**src/rtl/mult_pkg.sv**
```systemverilog
// mult_pkg: shared FSM states and magnitude helper for the sequential multiplier
package mult_pkg;
  localparam int MAX_W = 64;
  typedef enum logic [1:0] {ST_IDLE, ST_RUN, ST_FIX} state_t;
  // value is zero-extended; the low width bits of the result hold |value| even for -2^(width-1)
  function automatic logic [MAX_W-1:0] abs_w(input logic [MAX_W-1:0] value, input logic sgn, input int width);
    return (sgn && value[width-1]) ? ~value + MAX_W'(1) : value;
  endfunction
endpackage

```
**src/rtl/mult_seq_dp.sv**
```systemverilog
// mult_seq_dp: shift/add datapath holding multiplicand, multiplier, partial product and result
module mult_seq_dp import mult_pkg::*; #(
  parameter int WIDTH = 4
) (
  input  logic               clk,
  input  logic               reset,
  input  logic               load,
  input  logic               step,
  input  logic               fix,
  input  logic               sgn,
  input  logic [WIDTH-1:0]   a,
  input  logic [WIDTH-1:0]   b,
  output logic [2*WIDTH-1:0] o,
  output logic               rest_zero
);
  logic [2*WIDTH-1:0] mcand, prod;
  logic [WIDTH-1:0] mplier, mag_a, mag_b;
  logic neg;
  assign mag_a = WIDTH'(abs_w(MAX_W'(a), sgn, WIDTH));
  assign mag_b = WIDTH'(abs_w(MAX_W'(b), sgn, WIDTH));
  assign rest_zero = (mplier >> 1) == '0;
  always_ff @(posedge clk)
    if (reset) begin
      mcand <= '0;
      mplier <= '0;
      prod <= '0;
      neg <= 1'b0;
      o <= '0;
    end else if (load) begin
      mcand <= {{WIDTH{1'b0}}, mag_a};
      mplier <= mag_b;
      prod <= '0;
      neg <= sgn & (a[WIDTH-1] ^ b[WIDTH-1]);
    end else if (step) begin
      prod <= prod + (mplier[0] ? mcand : '0);
      mcand <= mcand << 1;
      mplier <= mplier >> 1;
    end else if (fix)
      o <= neg ? -prod : prod;
endmodule

```
**src/rtl/mult_seq_param.sv**
```systemverilog
// mult_seq_param: parametrised sequential shift/add multiplier with start/Finish handshake
module mult_seq_param import mult_pkg::*; #(
  parameter int WIDTH      = 4,
  parameter bit EARLY_EXIT = 0
) (
  input  logic               clk,
  input  logic               reset,
  input  logic               start,
  input  logic               sgn,
  input  logic [WIDTH-1:0]   A,
  input  logic [WIDTH-1:0]   B,
  output logic [2*WIDTH-1:0] O,
  output logic               Finish,
  output logic               busy
);
  localparam int CW = $clog2(WIDTH + 1);
  state_t state, state_nx;
  logic [CW-1:0] cnt;
  logic load, step, fix, rest_zero;
  mult_seq_dp #(.WIDTH(WIDTH)) u_dp (
    .clk(clk),
    .reset(reset),
    .load(load),
    .step(step),
    .fix(fix),
    .sgn(sgn),
    .a(A),
    .b(B),
    .o(O),
    .rest_zero(rest_zero)
  );
  always_ff @(posedge clk)
    if (reset) begin
      state <= ST_IDLE;
      cnt <= '0;
      Finish <= 1'b0;
    end else begin
      state <= state_nx;
      cnt <= load ? '0 : step ? cnt + CW'(1) : cnt;
      Finish <= fix;
    end
  // a zero multiplier under early exit skips RUN entirely; unused encodings fall back to IDLE
  always_comb begin
    load = state == ST_IDLE && start;
    step = state == ST_RUN;
    fix = state == ST_FIX;
    busy = state != ST_IDLE;
    state_nx = load ? ((EARLY_EXIT && B == '0) ? ST_FIX : ST_RUN)
             : step ? ((cnt == CW'(WIDTH - 1) || (EARLY_EXIT && rest_zero)) ? ST_FIX : ST_RUN)
             : ST_IDLE;
  end
endmodule

```
**config.mk**
```make
export PLATFORM = sky130hd
export DESIGN_NAME = mult_seq_param
export DESIGN_NICKNAME = d
export VERILOG_FILES = /design/src/rtl/mult_pkg.sv /design/src/rtl/mult_seq_dp.sv /design/src/rtl/mult_seq_param.sv
export SDC_FILE = /design/constraint.sdc
export NUM_CORES = 1
export LEC_CHECK = 0
export ABC_AREA = 1
export CAP_MARGIN = 20
export CORE_ASPECT_RATIO = 1.2
export CORE_MARGIN = 10
export CORE_UTILIZATION = 40
export DETAILED_ROUTE_END_ITERATION = 10
export GPL_ROUTABILITY_DRIVEN = 1
export PLACE_DENSITY = 0.62
export SYNTH_ARGS = -nofsm -noshare
export SYNTH_HDL_FRONTEND = slang
export SYNTH_SLANG_ARGS = --single-unit
```
**constraint.sdc**
```tcl
create_clock -name clk -period 4 [get_ports clk]
set_clock_uncertainty 0.15 [all_clocks]
set_input_delay 0.6 -clock clk [delete_from_list [all_inputs] [get_ports clk]]
set_output_delay 0.6 -clock clk [all_outputs]
set_load 0.1 [all_outputs]
```
==> results.md <==
* Clock-pin transition on the worst setup and hold timing paths at 70 ps
* Fraction of the yosys area taken by sequential cells at 35.8%
* CTS tree: yes
* Nets in the synthesized netlist at 315
* Std-Cell Core Area at ~4700 sq um
* Final GP Congestion at 0.825
* Period utilization at 66.2%
* Aggregate negative setup slack at 0 ps
* Final antenna diode count at 0
* Post-detailed-route count of antenna-violating nets at 0
* Top layer reached by signal wires: met4
* Share of layout cells above drive strength 1 at 5.48%
* Initial DRC count at 62
* Die width at between 80 and 90 um
* Cell depth of the worst min-delay path at 2
* Non-filler instance count after layout at 368
* Worst setup margin at 1350 ps
* Area of the mapped netlist at 1960 sq um
* Cells after Synth at just under 300
* Overall die area at 8100 sq um
* Reg2reg end: u_dp.prod[6]$_SDFFE_PP0N_
* Most numerous cell types in the synthesized netlist: sky130_fd_sc_hd__nand2_1, sky130_fd_sc_hd__inv_1, sky130_fd_sc_hd__dfxtp_1, sky130_fd_sc_hd__a21oi_1
* Transition at the pin with the smallest max-transition slack at 972 ps
* Post-detailed-route DRC marker count at 0
* Category of the critical setup timing path: flop to primary output
* Post-synthesis cell type with the largest combined area: sky130_fd_sc_hd__dfxtp_1
* Max_slew headroom at a little over a third
* Total gr overflow at 0
* Number of global-route vias before repair at between 1,500 and 2,000
* Worst-case vdd ir drop at 0.155 mV
* Row count at 27
* Worst-skew pair later-pin latency at 290 ps
* Type of origin of the critical path: flop
* Leak Pwr at between 1 and 1.5 nW
* Starting utilization of the core area at 41.9%
* Met3 Routed Length at roughly 180 um
* IO Pins at 22
* Result of the run: finished clean
* Clock sink total at 35
* Fmax at 378 MHz
* Power density over the cells at 330 nW/um^2
* Required time worst endpoint at 3250 ps
* Number of enable flip-flop cells after synthesis at 0
* Max-slew violation count at 0
* Type of element capturing the critical path: primary output
* Number of buffers inserted by post-CTS setup repair at 0
* Setup crit start: state[0]$_SDFF_PP0_
* Aggregate global-route resource usage at a little over a tenth
* Hold Startpoint: u_dp.mplier[2]$_SDFFE_PP0P_
* First-pass detailed-route iteration total at 4
* Hold Crit Endpoint: u_dp.mplier[2]$_SDFFE_PP0P_
* First-pass GRT wire length at 7140 um
* Wl on met1 at roughly 1900 um
* Total placed cells including tap cells at 360
* Share of the synthesized area in the top cell type at around 36%
* Bufs on Longest Clock Path at 2
* RSZ-0062 raised after global routing: false
* Area added between synthesis and finish at 17.3%
* Number of different library cells in the post-synthesis netlist at 23
* Most repeated cell in the gate-level netlist after synthesis: sky130_fd_sc_hd__nand2_1
* Length in cells of the worst reg-to-reg path at 11
* Detail Route met2 WL at 2050 um
* Pin count of the biggest net entering global routing at 23
* Final net count at 334
* Minimum setup slack after placement at 1550 ps
* Routed vias at 1,805
* WHS at 313 ps
* Warnings, synthesis at 0
* Count of port buffers added during placement at 21
* Post-synthesis async set-or-reset flop share at 0%
* Initial antenna violation count at 0
* Number of clock buffers inserted by TritonCTS at 5
* Cts hold-fix bufs at 0
* FF-to-FF setup slack at between 1500 and 2000 ps
* HPWL after detailed placement at about 3200 um
* CP Data Arrival Time at 1900 ps
* Die span in y at 96.6 um
* Mapped Avg Cell Area at 6.74 sq um
* Worst reg2reg startpoint: u_dp.mplier[0]$_SDFFE_PP0P_
* Utilization after layout at 49.2%
* Maximum capacitance violations at 0
* Endpoints failing setup at 0
* Post-detailed-route via-to-cell ratio at 4.90
* Sum of routed wire length over all layers at ~4200 um
* Clock Root Buffer: sky130_fd_sc_hd__clkbuf_8
* Max H-tree Level at 2
* Post-CTS Resized at 0
* Ys flop type: sky130_fd_sc_hd__dfxtp_1
* Min-Delay Path Class: flop to flop
* Final Hold Fails at 0
* Worst Path Max Fanout at 3
* Synth Register Bits at 35
* Detailed-route wire length per cell at between 10 and 15 um
* Fin crit period at 2650 ps
* Dominant cells by area after synthesis: sky130_fd_sc_hd__dfxtp_1, sky130_fd_sc_hd__nand2_1, sky130_fd_sc_hd__inv_1, sky130_fd_sc_hd__a21oi_1, sky130_fd_sc_hd__ha_1
==> cell usage in the layout (no fill, tap or decap) <==
cell type / count
sky130_fd_sc_hd__o21ai_1: 17
sky130_fd_sc_hd__clkbuf_8: 7
sky130_fd_sc_hd__inv_2: 6
sky130_fd_sc_hd__o211ai_1: 2
sky130_fd_sc_hd__o31ai_1: 1
sky130_fd_sc_hd__nor2_1: 17
sky130_fd_sc_hd__nand3_1: 12
sky130_fd_sc_hd__clkbuf_1: 1
sky130_fd_sc_hd__clkdlybuf4s50_1: 21
sky130_fd_sc_hd__or2_1: 1
sky130_fd_sc_hd__o21ai_0: 8
sky130_fd_sc_hd__o221ai_1: 1
sky130_fd_sc_hd__inv_1: 43
sky130_fd_sc_hd__nor3_1: 4
sky130_fd_sc_hd__a31oi_1: 1
sky130_fd_sc_hd__a21oi_1: 32
sky130_fd_sc_hd__fa_1: 1
sky130_fd_sc_hd__nand3_2: 1
sky130_fd_sc_hd__xor2_1: 8
sky130_fd_sc_hd__nor2_2: 2
sky130_fd_sc_hd__ha_1: 12
sky130_fd_sc_hd__dfxtp_1: 35
sky130_fd_sc_hd__nand2_2: 1
sky130_fd_sc_hd__nand2_1: 76
==> report_power, final <==
part,switching [mW],internal (mW),total (mW),leakage [nW]
sequential,0.0124,0.361,0.373,0.284
clock,0.125,0.157,0.282,0.0515
combinational,0.0643,0.0371,0.101,0.753
==> stage by stage <==
stage	power (mW)	cell area [sq um]
floorplan	0.454	1960
global placement	0.482	2190
detailed placement	0.483	2190
CTS	0.765	2290
global route	0.792	2290
finish	0.756	2290
==> critical path: stages, from the launching register on <==
cell and delay, ps:
sky130_fd_sc_hd__dfxtp_1 370, sky130_fd_sc_hd__inv_2 60, sky130_fd_sc_hd__nand2_1 60, sky130_fd_sc_hd__clkdlybuf4s50_1 1120
==> layer usage <==
layer  vias to the layer above  GRT usage [%]
met5                         -              0
met4                         0           5.03
met3                         6           3.18
met2                        28           19.8
met1                       809           10.7
li1                        962              -
==> area by class of cell <==
cell class	instances	area (sq um)
inverters	49	184
well taps	58	72.6
repair buffers	21	210
clock buffers	8	100
multi-input cells	197	1030
fillers	494	2370
flip-flops and latches	35	701
==> cell families after synthesis <==
family / Yosys count / share of synthesized area, %
AOI/OAI and AO/OA: 62 / 16.5
xor gates and xnor gates: 8 / 3.58
adders and majority gates: 13 / 8.70
buffers and inverters: 58 / 11.6
DFF: 35 / 35.8
and+or+nand+nor: 114 / 23.7
==> registers in the layout, indices dropped and copies added, names as in the netlist <==
register and count:
Finish 1, u_dp.prod 8, cnt 3, u_dp.neg 1
u_dp.o 8, state 2, u_dp.mcand 8, u_dp.mplier 4
==> worst max-delay path by stage <==
| stage | endpoint | slack (ps) |
|---|---|---|
| 2_1_floorplan | u_dp.prod[6]$_SDFFE_PP0N_ | 2130 |
| 3_3_place_gp | u_dp.prod[3]$_SDFFE_PP0N_ | 1590 |
| 3_5_place_dp | u_dp.prod[3]$_SDFFE_PP0N_ | 1550 |
| 4_1_cts | busy | 1330 |
| 5_1_grt | busy | 1300 |
| 6_report | busy | 1350 |
(Power assumes the default switching activity.)
